$ cat src/rtl/verilog_divider.sv
// IEEE754 single-precision divider: res = op1 / op2, restoring, RNE, subnormals flushed to zero.
// Latency: 3 edges (capture to done) for special operands, 33 edges for every numeric path.
// Handshake: ready sampled only in ST_START; done pulses one cycle; res held until the next result.
module verilog_divider #(
  parameter int QBITS = 26
) (
  input  logic        clk,
  input  logic        rst,
  input  logic        ready,
  input  logic [31:0] op1,
  input  logic [31:0] op2,
  output logic [31:0] res,
  output logic        done
);

  typedef enum logic [3:0] {
    ST_START, ST_EVAL, ST_CHECK, ST_ELAB, ST_DIV,
    ST_NORM, ST_ROUND, ST_RANGE, ST_FINISH
  } state_t;

  localparam logic [1:0] C_ZER = 2'd0;
  localparam logic [1:0] C_NUM = 2'd1;
  localparam logic [1:0] C_INF = 2'd2;
  localparam logic [1:0] C_NAN = 2'd3;

  state_t             r_state, w_state_nxt;
  logic               r_sign1, r_sign2;
  logic [7:0]         r_exp1, r_exp2;
  logic [23:0]        r_mant1, r_mant2;
  logic [1:0]         r_cls1, r_cls2, r_cls;
  logic signed [9:0]  r_e;
  logic [24:0]        r_rem;
  logic [23:0]        r_div;
  logic [QBITS-1:0]   r_q;
  logic [4:0]         r_cnt;
  logic [23:0]        r_sig;
  logic               r_guard, r_sticky;
  logic [30:0]        r_num;

  logic               w_rem_ge;
  logic [24:0]        w_rem_nxt;
  logic [24:0]        w_sig_inc;
  logic [1:0]         w_cls_chk;
  logic [30:0]        w_res_fin;
  logic               w_done_nxt;

  // Classify one operand from its captured exponent and significand.
  function automatic logic [1:0] classify(input logic [7:0] exp, input logic [23:0] mant);
    if (exp == 8'hFF) classify = (mant[22:0] == 23'd0) ? C_INF : C_NAN;
    else if (exp == 8'h00) classify = C_ZER;
    else classify = C_NUM;
  endfunction

  // Restoring step, result-class resolution and rounding increment.
  always_comb begin
    w_rem_ge  = (r_rem >= {1'b0, r_div});
    w_rem_nxt = w_rem_ge ? (r_rem - {1'b0, r_div}) : r_rem;
    w_sig_inc = {1'b0, r_sig} + 25'd1;
    if (r_cls1 == C_NAN || r_cls2 == C_NAN ||
        (r_cls1 == C_ZER && r_cls2 == C_ZER) ||
        (r_cls1 == C_INF && r_cls2 == C_INF))
      w_cls_chk = C_NAN;
    else if (r_cls1 == C_INF || r_cls2 == C_ZER)
      w_cls_chk = C_INF;
    else if (r_cls1 == C_ZER || r_cls2 == C_INF)
      w_cls_chk = C_ZER;
    else
      w_cls_chk = C_NUM;
  end

  // State register.
  always_ff @(posedge clk) begin
    if (!rst) r_state <= ST_START;
    else      r_state <= w_state_nxt;
  end

  // Next-state logic.
  always_comb begin
    w_state_nxt = r_state;
    case (r_state)
      ST_START:  if (ready) w_state_nxt = ST_EVAL;
      ST_EVAL:   w_state_nxt = ST_CHECK;
      ST_CHECK:  w_state_nxt = (w_cls_chk == C_NUM) ? ST_ELAB : ST_FINISH;
      ST_ELAB:   w_state_nxt = ST_DIV;
      ST_DIV:    if (r_cnt == 5'(QBITS - 1)) w_state_nxt = ST_NORM;
      ST_NORM:   w_state_nxt = ST_ROUND;
      ST_ROUND:  w_state_nxt = ST_RANGE;
      ST_RANGE:  w_state_nxt = ST_FINISH;
      ST_FINISH: w_state_nxt = ST_START;
      default:   w_state_nxt = ST_START;
    endcase
  end

  // Output values presented when leaving ST_FINISH.
  always_comb begin
    w_done_nxt = (r_state == ST_FINISH);
    case (r_cls)
      C_ZER:   w_res_fin = 31'h0;
      C_INF:   w_res_fin = 31'h7F800000;
      C_NAN:   w_res_fin = 31'h7FFFFFFF;
      default: w_res_fin = r_num;
    endcase
  end

  // Datapath: operand capture, division loop, normalise, round, range check, result.
  always_ff @(posedge clk) begin
    if (!rst) begin
      r_sign1 <= 1'b0; r_sign2 <= 1'b0;
      r_exp1  <= 8'd0; r_exp2  <= 8'd0;
      r_mant1 <= 24'd0; r_mant2 <= 24'd0;
      r_cls1  <= C_ZER; r_cls2 <= C_ZER; r_cls <= C_ZER;
      r_e     <= 10'sd0;
      r_rem   <= 25'd0; r_div <= 24'd0; r_q <= '0; r_cnt <= 5'd0;
      r_sig   <= 24'd0; r_guard <= 1'b0; r_sticky <= 1'b0;
      r_num   <= 31'd0;
      res     <= 32'd0;
      done    <= 1'b0;
    end else begin
      done <= w_done_nxt;
      case (r_state)
        ST_START: begin
          r_sign1 <= op1[31]; r_exp1 <= op1[30:23]; r_mant1 <= {1'b1, op1[22:0]};
          r_sign2 <= op2[31]; r_exp2 <= op2[30:23]; r_mant2 <= {1'b1, op2[22:0]};
        end
        ST_EVAL: begin
          r_cls1 <= classify(r_exp1, r_mant1);
          r_cls2 <= classify(r_exp2, r_mant2);
        end
        ST_CHECK: r_cls <= w_cls_chk;
        ST_ELAB: begin
          r_e   <= $signed({2'b00, r_exp1}) - $signed({2'b00, r_exp2}) + 10'sd127;
          r_rem <= {1'b0, r_mant1};
          r_div <= r_mant2;
          r_q   <= '0;
          r_cnt <= 5'd0;
        end
        ST_DIV: begin
          r_rem <= w_rem_nxt << 1;
          r_q   <= {r_q[QBITS-2:0], w_rem_ge};
          r_cnt <= r_cnt + 5'd1;
        end
        ST_NORM: begin
          if (r_q[QBITS-1]) begin
            r_sig    <= r_q[QBITS-1 -: 24];
            r_guard  <= r_q[QBITS-25];
            r_sticky <= (r_rem != 25'd0) | r_q[0];
          end else begin
            r_sig    <= r_q[QBITS-2 -: 24];
            r_guard  <= r_q[QBITS-26];
            r_sticky <= (r_rem != 25'd0);
            r_e      <= r_e - 10'sd1;
          end
        end
        ST_ROUND: begin
          if (r_guard & (r_sticky | r_sig[0])) begin
            if (w_sig_inc[24]) begin
              r_sig <= 24'h800000;
              r_e   <= r_e + 10'sd1;
            end else begin
              r_sig <= w_sig_inc[23:0];
            end
          end
        end
        ST_RANGE: begin
          if (r_e <= 10'sd0)        r_cls <= C_ZER;
          else if (r_e >= 10'sd255) r_cls <= C_INF;
          else                      r_num <= {r_e[7:0], r_sig[22:0]};
        end
        ST_FINISH: res <= {r_sign1 ^ r_sign2, w_res_fin};
        default: ;
      endcase
    end
  end

endmodule

$ cat config.mk
export PLATFORM = sky130hd
export DESIGN_NAME = verilog_divider
export DESIGN_NICKNAME = d
export VERILOG_FILES = /design/src/rtl/verilog_divider.sv
export SDC_FILE = /design/constraint.sdc
export NUM_CORES = 1
export LEC_CHECK = 0
export ABC_CLOCK_PERIOD_IN_PS = 4300
export CAP_MARGIN = 30
export CORE_AREA = 2 2 184 168
export CTS_CLUSTER_DIAMETER = 40
export DETAILED_ROUTE_END_ITERATION = 12
export DIE_AREA = 0 0 186 170
export SYNTH_ARGS = -nofsm -noshare
export SYNTH_HDL_FRONTEND = slang
export SYNTH_SLANG_ARGS = --single-unit
$ cat constraint.sdc
create_clock -name clk -period 4.3 [get_ports clk]
set_clock_uncertainty 0.05 [all_clocks]
set_input_delay 0.86 -clock clk [delete_from_list [all_inputs] [get_ports clk]]
set_output_delay 0.86 -clock clk [all_outputs]
set_load 0.005 [all_outputs]
After elaboration in Yosys (flattened, before gate mapping)
Cells that the tools add are included.

Reductions and logical operators: 25. $lt $le $gt $ge: 3. Add/subtract/negate cells: 7. Bitwise gates (word level): 6. Multiplexer cells: 31. Eq/ne operators: 24.

Operator list (count): 24-bit 2-to-1 mux (4); 31-bit case mux with 3 select lines (1); 26-bit case mux with 2 select lines (1); 25-bit case mux with 2 select lines (1); 24-bit case mux with 2 select lines (1); 23-bit zero test (2); 4-bit case mux with 8 select lines (1); 10-bit 2-to-1 mux (3); 10-bit case mux with 3 select lines (1); 24-bit by 1-bit adder with 25-bit output (second input constant) (1); 25-bit by 24-bit >= comparator with 1-bit output (1); 25-bit nonzero test (1); 24-bit subtractor (1); 4-bit by 3-bit == test with 1-bit output (second input constant) (4); 8-bit == test (second input constant) (2); 8-bit zero test (2); 2-bit == test (second input constant) (6); 2-bit 2-to-1 mux (6); 4-bit 2-to-1 mux (3); 10-bit by 2-bit adder with 10-bit output (second input constant) (1); 9-bit by 8-bit adder with 10-bit output (second input constant) (1); 10-bit by 9-bit >= comparator with 1-bit output (second input constant) (1); 10-bit by 1-bit <= comparator with 1-bit output (second input constant) (1); 2-bit != test (second input constant) (5); 25 further kinds (45).

Word-level logic and storage cells: 117. Bits of input ports: 67. Output and inout bits: 33. Bits in registers: 256.

Depth between registers and ports, before layout
Gate-level depths: netlist of run 1.

Word-level depth: 8. Gate-level depth with buffers: 14.

Least setup slack after synthesis of run 1
OpenSTA, ideal clock, no wires.

Path type: reg2reg. From: register r_state[3]. To: register r_e[8]. Path buffers: 1. Data required time: 4119 ps. Library setup time: 131 ps. Cell stages (with the launch flop): 15. Arrival time: 3058 ps. Setup slack: 1061 ps. Cell sequence: dfxtp_1 -> buf_2 -> inv_1 -> nand2_1 -> nor2_2 -> clkinv_1 -> fa_1 -> a21o_1 -> a21oi_1 -> nor2b_1 -> o21a_1 -> o41ai_1 -> xnor2_1 -> a31oi_1 -> o22ai_1.

Cells in the longest elaborated chain, start to end: 3.

RTL lines: start: declaration (line 26) `state_t r_state, w_state_nxt;`; start signal: assignment (line 74) `else r_state <= w_state_nxt;`; 4-bit by 3-bit == test with 1-bit output / 4-bit by 2-bit == test with 1-bit output (equally long branches) (line 120) `case (r_state)`; 2-bit != test (no source line) / 3-bit nonzero test (equally long branches); 4-bit AND reduction (no source line); end signal: assignment (line 131) `r_e <= $signed({2'b00, r_exp1}) - $signed({2'b00, r_exp2}) + 10'sd127;`; end signal: assignment (line 151) `r_e <= r_e - 10'sd1;`; end signal: assignment (line 158) `r_e <= r_e + 10'sd1;`; end: declaration (line 31) `logic signed [9:0] r_e;`.

Parallel ways exist; a longest one is shown, timed or not. A chain may end at the register's enable or synchronous reset.

Final worst setup path of run 1
From: register r_div[1]. To: register r_rem[19].

Cells in the longest elaborated chain, start to end: 3.

RTL lines: start: declaration (line 33) `logic [23:0] r_div;`; start signal: assignment (line 133) `r_div <= r_mant2;`; 24-bit subtractor / 25-bit by 24-bit >= comparator with 1-bit output (equally long branches) (line 57, 56); 24-bit 2-to-1 mux (*) (line 57) `w_rem_nxt = w_rem_ge ? (r_rem - {1'b0, r_div}) : r_rem;`; 25-bit case mux with 2 select lines (*) (line 120); end signal: assignment (line 132) `r_rem <= {1'b0, r_mant1};`; end signal: assignment (line 138) `r_rem <= w_rem_nxt << 1;`; end: declaration (line 32) `logic [24:0] r_rem;`.

Every way passes the cells marked *; elsewhere a longest branch is shown, timed or not.

==> results of run 1 <==
-- per-stage QoR --
stage | area [sq um] | total power, mW | util
global route | 15900 | 8.32 | 0.535
CTS | 15900 | 7.97 | 0.535
floorplan | 13200 | 4.22 | -
global placement | 14500 | 4.74 | 0.487
detailed placement | 14500 | 4.78 | 0.490
finish | 15900 | 7.90 | 0.535
-- power groups by stage --
| stage | logic, mW | registers, mW | clock network [mW] |
|---|---|---|---|
| finish | 2.05 | 2.69 | 3.16 |
| global placement | 2.00 | 2.75 | 0 |
| CTS | 2.05 | 2.69 | 3.23 |
| detailed placement | 2.05 | 2.74 | 0 |
| floorplan | 1.55 | 2.67 | 0 |
| global route | 2.29 | 2.71 | 3.31 |
-- cell families after synthesis --
group / count (synthesis)
flops: 255
xor+xnor: 42
fa+ha+maj: 48
simple gates: 727
buf+inv: 162
mux: 66
compound gates: 429
-- sequential cells by signal (all words and copies together) (netlist names), 10 cells and up --
signal and flops:
r_div 24, r_sig 24, r_num 31, r_q 26
res 32, r_mant1 24, r_e 10, r_mant2 23
r_rem 25
-- cell type report --
class,instances,area share
multi-input combinational,1312,0.472
inverter,49,0.0119
clock buffer,48,0.0676
sequential,255,0.322
clock inverter,22,0.0153
tap,403,0.0318
timing repair buffer,125,0.0797
-- synthesized netlist by cell type, drive strengths merged, types with 13 or more instances --
cell,number
a211oi,13
a21oi,209
a31oi,32
buf,34
clkbuf,79
dfxtp,255
ha,45
inv,47
mux2i,63
nand2,392
nand3,82
nand4,19
nor2,130
nor2b,15
nor3,36
nor4,27
o211ai,31
o21ai,59
o32ai,14
xnor2,23
xor2,18
-- placed cells by master (no fill, tap or decap), drive strengths merged, types with 27 or more instances in the layout --
cell           synthesis  routed
o211ai                31      31
dfxtp                255     255
nand3                 82      82
nor3                  36      36
inv                   47      53
nor2                 130     130
ha                    45      45
clkbuf                79      48
mux2i                 63      63
a31oi                 32      32
nor4                  27      27
o21ai                 59      59
a21oi                209     209
clkdlybuf4s50          0      99
nand2                392     392
-- worst max-delay path, stage by stage, from the launching register on --
cell	delay, ns
dfxtp_1	0.32
inv_1	0.07
ha_1	0.31
nor2b_1	0.19
o2111ai_1	0.14
a31oi_1	0.47
o31ai_4	0.15
a31oi_2	0.23
o21a_1	0.76
mux2i_1	0.34
a21oi_1	0.10
-- final timing paths --
kind	from	to	cells after the start
min	res[7]	res[7]	2
min reg2reg	res[7]	res[7]	2
max	r_div[1]	r_rem[19]	10
max reg2reg	r_div[1]	r_rem[19]	10
-- per-layer routing --
metal	routed length (um)	vias to the layer above	part of all wire
met4	695	0	0.019
met5	0	-	0
met2	15700	310	0.44
li1	-	6177	-
met3	1820	50	0.051
met1	17800	5768	0.49
==> qor.csv, run 1 <==
metric,value,unit
CTS buffer count,39,
count of final setup violators,0,
dpl hpwl,24800,um
Mapped Nets,1843,
largest net degree at the start of global routing,82,
"Seq/Total Area, Yosys",0.387,
Ys Warns,0,
die width,186,um
Initial DRC Count,972,
multiplexer share of the synthesized area,0.0504,
Fmax achieved,305,MHz
M2 GR Usage,0.347,
clk sinks,255,
DIE AREA,31600,sq um
Root Buffer,clkbuf_16,
clk_lat worst skew,0.54,ns
Slew Limit Fails,0,
ys async rst share,0,
ant diodes,0,
DR vias/cell,5.56,
RSZ-0062 raised after global routing,false,
Final Critical Period,3.27,ns
Post-Syn Area,13200,sq um
Flop pwr share,0.341,
Crit Path Class,register to register,
Routed Antenna Nets,0,
Worst-path clk slew,0.06,ns
iteration count of the initial detailed-routing pass,7,
xor/xnor share of the synthesized area,0.0290,
synthesized instance count,1729,
CTS tree,yes,
Routed WL per cell,16.3,um
Post-CTS Setup Bufs,0,
DR DRC count,0,
Worst-Margin Slew,1.07,ns
critical path data arrival time,3.61,ns
internal power,5.30,mW
maximum vdd drop,0.310,mV
Total GRT Usage,0.228,
DP Cell Count,2144,
power share of the clock group,0.399,
largest area contributor in the netlist,dfxtp_1,
largest family of logic cells by synthesized area,simple AND/OR/NAND/NOR gates,
Syn Area/Cell,7.63,sq um
Non-Filler Instances,2214,
# Max-Cap Violations,0,
final WL,36000,um
Synth Area in Adders,0.0466,
"crit path setup slack, layout",1.03,ns
via count,12300,
reg2reg setup slack,1.03,ns
Sum Neg Setup Slack,0,ns
met1 usage,0.336,
Yosys top cell area share,0.387,
vias in the first global route,11200,
clk buf depth,3,
layout cell share with drive strength beyond 1,0.0668,
post-CTS sizing,0,
critical path launch point type,register,
Synth-to-Final Area Change,20.2,%
routability cong.,0.905,
status,"finished, final reports clean",
worst relative slew slack,0.279,
Worst Setup End Kind,register,
Min Hold Slack,0.397,ns
switching share of power,0.329,
PD cells,498,nW/um^2
Layout Nets,1896,
required time at the worst-slack endpoint,4.63,ns
hold bufs inserted after CTS,0,
Psw,2.60,mW
H-tree levels,2,
Ports,100,
antenna violations before repair,0,
Main synth FF type,dfxtp_1,
Comb power frac,0.260,
core footprint,29700,sq um
"Distinct cells, synth",73,
Simple-Gate Fraction of Synth Area,0.240,
Pleak,5.88,nW
top post-synthesis cells by area,"dfxtp_1, nand2_1, a21oi_1, mux2i_1, ha_1",
Rows,60,
Sequential cell area,5100,sq um
Post-Place Worst Slack,1.13,ns
multi-input logic area,7470,sq um
fillers,2834,
fin crit share,0.762,
initial core utilization,0.445,
type of the most critical hold path,register to register,
Post-synth EDFFs,0,
die height,170,um
crit-path max FO,24,
Final Hold Fails,0,
Compound-Gate Fraction of Synth Area,0.198,
first-pass GRT wire length,58600,um
Yosys reg bits,255,
met3 Use GR,0.0308,
IO Port Bufs,99,
GRT Max-Usage Layer,met2,
grt ovf,0,
Power figures use the tool's default switching activity.
==> run 2, diff against run 1 <==
ABC_CLOCK_PERIOD_IN_PS = 3100   (was 4300)
clock period = 3.1 ns   (was 4.3 ns; I/O delays follow)
==> run 2 against run 1 <==
Effect of this change:
- clock power increased by 34%
- combinational power increased by 45%
- sequential power increased by 38%
- setup slack got worse by 0.80 ns
- largest cell class unchanged
- cell count increased by 0.50%
- critical path type unchanged
- largest power group unchanged
- worst hold slack about the same
- die area unchanged
- fmax increased by 14%
- non-clock buffer count increased by 14
- first-iteration DRC count decreased by 15%
- global-route usage increased by 0.38 points
==> qor.csv, run 2 (synthesis gave the netlist of run 1 again) <==
metric,value,unit,change
iteration count of the initial detailed-routing pass,6,,-1
type of the most critical hold path,register to register,,
Worst R2R Path Depth,12,,+2
largest net degree at the start of global routing,66,,-20%
Synth-to-Final Area Change,20.7,%,
critical path data arrival time,3.22,ns,-0.39 ns
Flop pwr share,0.341,,about the same
Top reg by flops,res,,
internal power,7.38,mW,+39%
PD cells,685,nW/um^2,+38%
power share of the clock group,0.387,,-0.012
Routed WL per cell,16.4,um,+0.78%
Ports,100,,unchanged
crit-path max FO,4,,-83%
reg2reg setup slack,0.23,ns,-0.80 ns
fin util,0.536,,+0.00198
Fmax achieved,348,MHz,+14%
Final Hold Fails,0,,unchanged
Pleak,5.93,nW,+1.0%
Comb power frac,0.272,,+0.012
Sum Neg Setup Slack,0,ns,unchanged
critical path launch point type,register,,
antenna violations before repair,0,,unchanged
worst relative slew slack,0.368,,+0.0897
CTS tree,yes,,
Worst Setup End Kind,register,,
die height,170,um,unchanged
count of final setup violators,0,,unchanged
fillers,2874,,+1.4%
vias in the first global route,11600,,+3.3%
Min-Delay Endpoint,res[3],,
clk_lat worst skew,0.53,ns,about the same
Initial DRC Count,831,,-15%
Crit Path Class,register to register,,
clk sinks,255,,unchanged
DR DRC count,0,,unchanged
clk buf depth,3,,unchanged
initial core utilization,0.445,,unchanged
hold depth,2,,unchanged
switching share of power,0.323,,-0.00597
# Max-Cap Violations,0,,unchanged
Slew Limit Fails,0,,unchanged
core footprint,29700,sq um,unchanged
Psw,3.52,mW,+36%
"most common cell after layout, fill and taps aside",nand2_1,,
Final Critical Period,2.87,ns,-0.402 ns
H-tree levels,2,,unchanged
die width,186,um,unchanged
Post-CTS Setup Bufs,0,,unchanged
max reg flops,32,,unchanged
Layout Nets,1909,,+0.69%
grt ovf,0,,unchanged
required time at the worst-slack endpoint,3.45,ns,-1.18 ns
dpl hpwl,25700,um,+3.7%
post-CTS sizing,0,,unchanged
Worst-path clk slew,0.06,ns,about the same
status,"finished, final reports clean",,
Worst-Margin Slew,0.946,ns,-0.129 ns
hold bufs inserted after CTS,0,,unchanged
Hold Crit Start,res[3],,
IO Port Bufs,99,,unchanged
CTS buffer count,38,,-2.6%
Reg2Reg Launch Point,r_rem[0],,
routability cong.,0.912,,+0.78%
Largest regs,"res x32, r_num x31, r_q x26",,
Rows,60,,unchanged
Total Power,10.9,mW,+38%
Routed Antenna Nets,0,,unchanged
Root Buffer,clkbuf_16,,
"commonest non-fill, non-tap cells in the layout","nand2_1, dfxtp_1, a21oi_1, nor2_1, clkdlybuf4s50_1",,
DR vias/cell,5.54,,-0.39%
fin crit share,0.927,,+0.165
Total GRT Usage,0.232,,+0.00382
DIE AREA,31600,sq um,unchanged
via count,12300,,+0.11%
layout cell share with drive strength beyond 1,0.0719,,+0.00509
first-pass GRT wire length,59600,um,+1.7%
maximum vdd drop,0.345,mV,+11%
ant diodes,0,,unchanged
final WL,36500,um,+1.3%
RSZ-0062 raised after global routing,false,,
FF-to-FF End,r_rem[23],,
## run 2: layout make-up
class	instances	area, sq um	share of cell area
multi-input cells	1312	7480	0.470
flip-flops and latches	255	5100	0.321
repair buffers	139	1360	0.0856
clock buffers	53	1120	0.0705
clock inverters	14	141	0.00889
inverters	49	191	0.0120
well taps	403	504	0.0317
## run 2: metal layers
| layer | track usage | vias up | part of all wire |
|---|---|---|---|
| li1 | - | 6198 | - |
| met1 | 0.337 | 5761 | 0.50 |
| met2 | 0.357 | 304 | 0.43 |
| met3 | 0.0336 | 55 | 0.052 |
| met4 | 0.0626 | 0 | 0.022 |
| met5 | 0 | - | 0 |
## run 2: worst max path at each step
stage                     from   endpoint  slack [ns]  cells after the start
finish                r_rem[0]  r_rem[23]        0.23                     12
detailed placement  r_state[3]     r_e[8]        0.22                     13
floorplan           r_state[3]     r_e[8]        0.05                     14
global placement    r_state[3]     r_e[8]        0.31                     13
global route          r_rem[0]  r_rem[19]       0.003                     12
CTS                 r_state[3]     r_e[8]        0.21                     13
## run 2: critical path, cell delays in order (launching register included)
cell	delay (ns)
dfxtp_1	0.33
inv_1	0.06
ha_1	0.17
inv_1	0.06
fa_1	0.42
a211oi_1	0.29
o21ai_0	0.17
a21oi_1	0.29
a31oi_1	0.23
a31oi_2	0.26
mux2i_1	0.22
a31o_2	0.16
a21oi_1	0.05
## run 2: per-stage QoR
stage / cells / area, sq um / worst slack [ns] / hold slack [ns]
2_1_floorplan: 1729 / 13200 / 0.0535 / 0.382
3_3_place_gp: 2157 / 14600 / 0.309 / 0.390
3_5_place_dp: 2158 / 14600 / 0.222 / 0.395
4_1_cts: 2225 / 15900 / 0.209 / 0.401
5_1_grt: 2225 / 15900 / 0.00341 / 0.418
6_report: 2225 / 15900 / 0.227 / 0.398
## run 2: power groups by stage
stage / clock network (mW) / logic [mW] / registers [mW]
CTS: 4.31 / 2.96 / 3.72
global route: 4.45 / 3.28 / 3.75
finish: 4.22 / 2.97 / 3.72
floorplan: 0 / 2.15 / 3.70
global placement: 0 / 2.89 / 3.79
detailed placement: 0 / 2.95 / 3.78
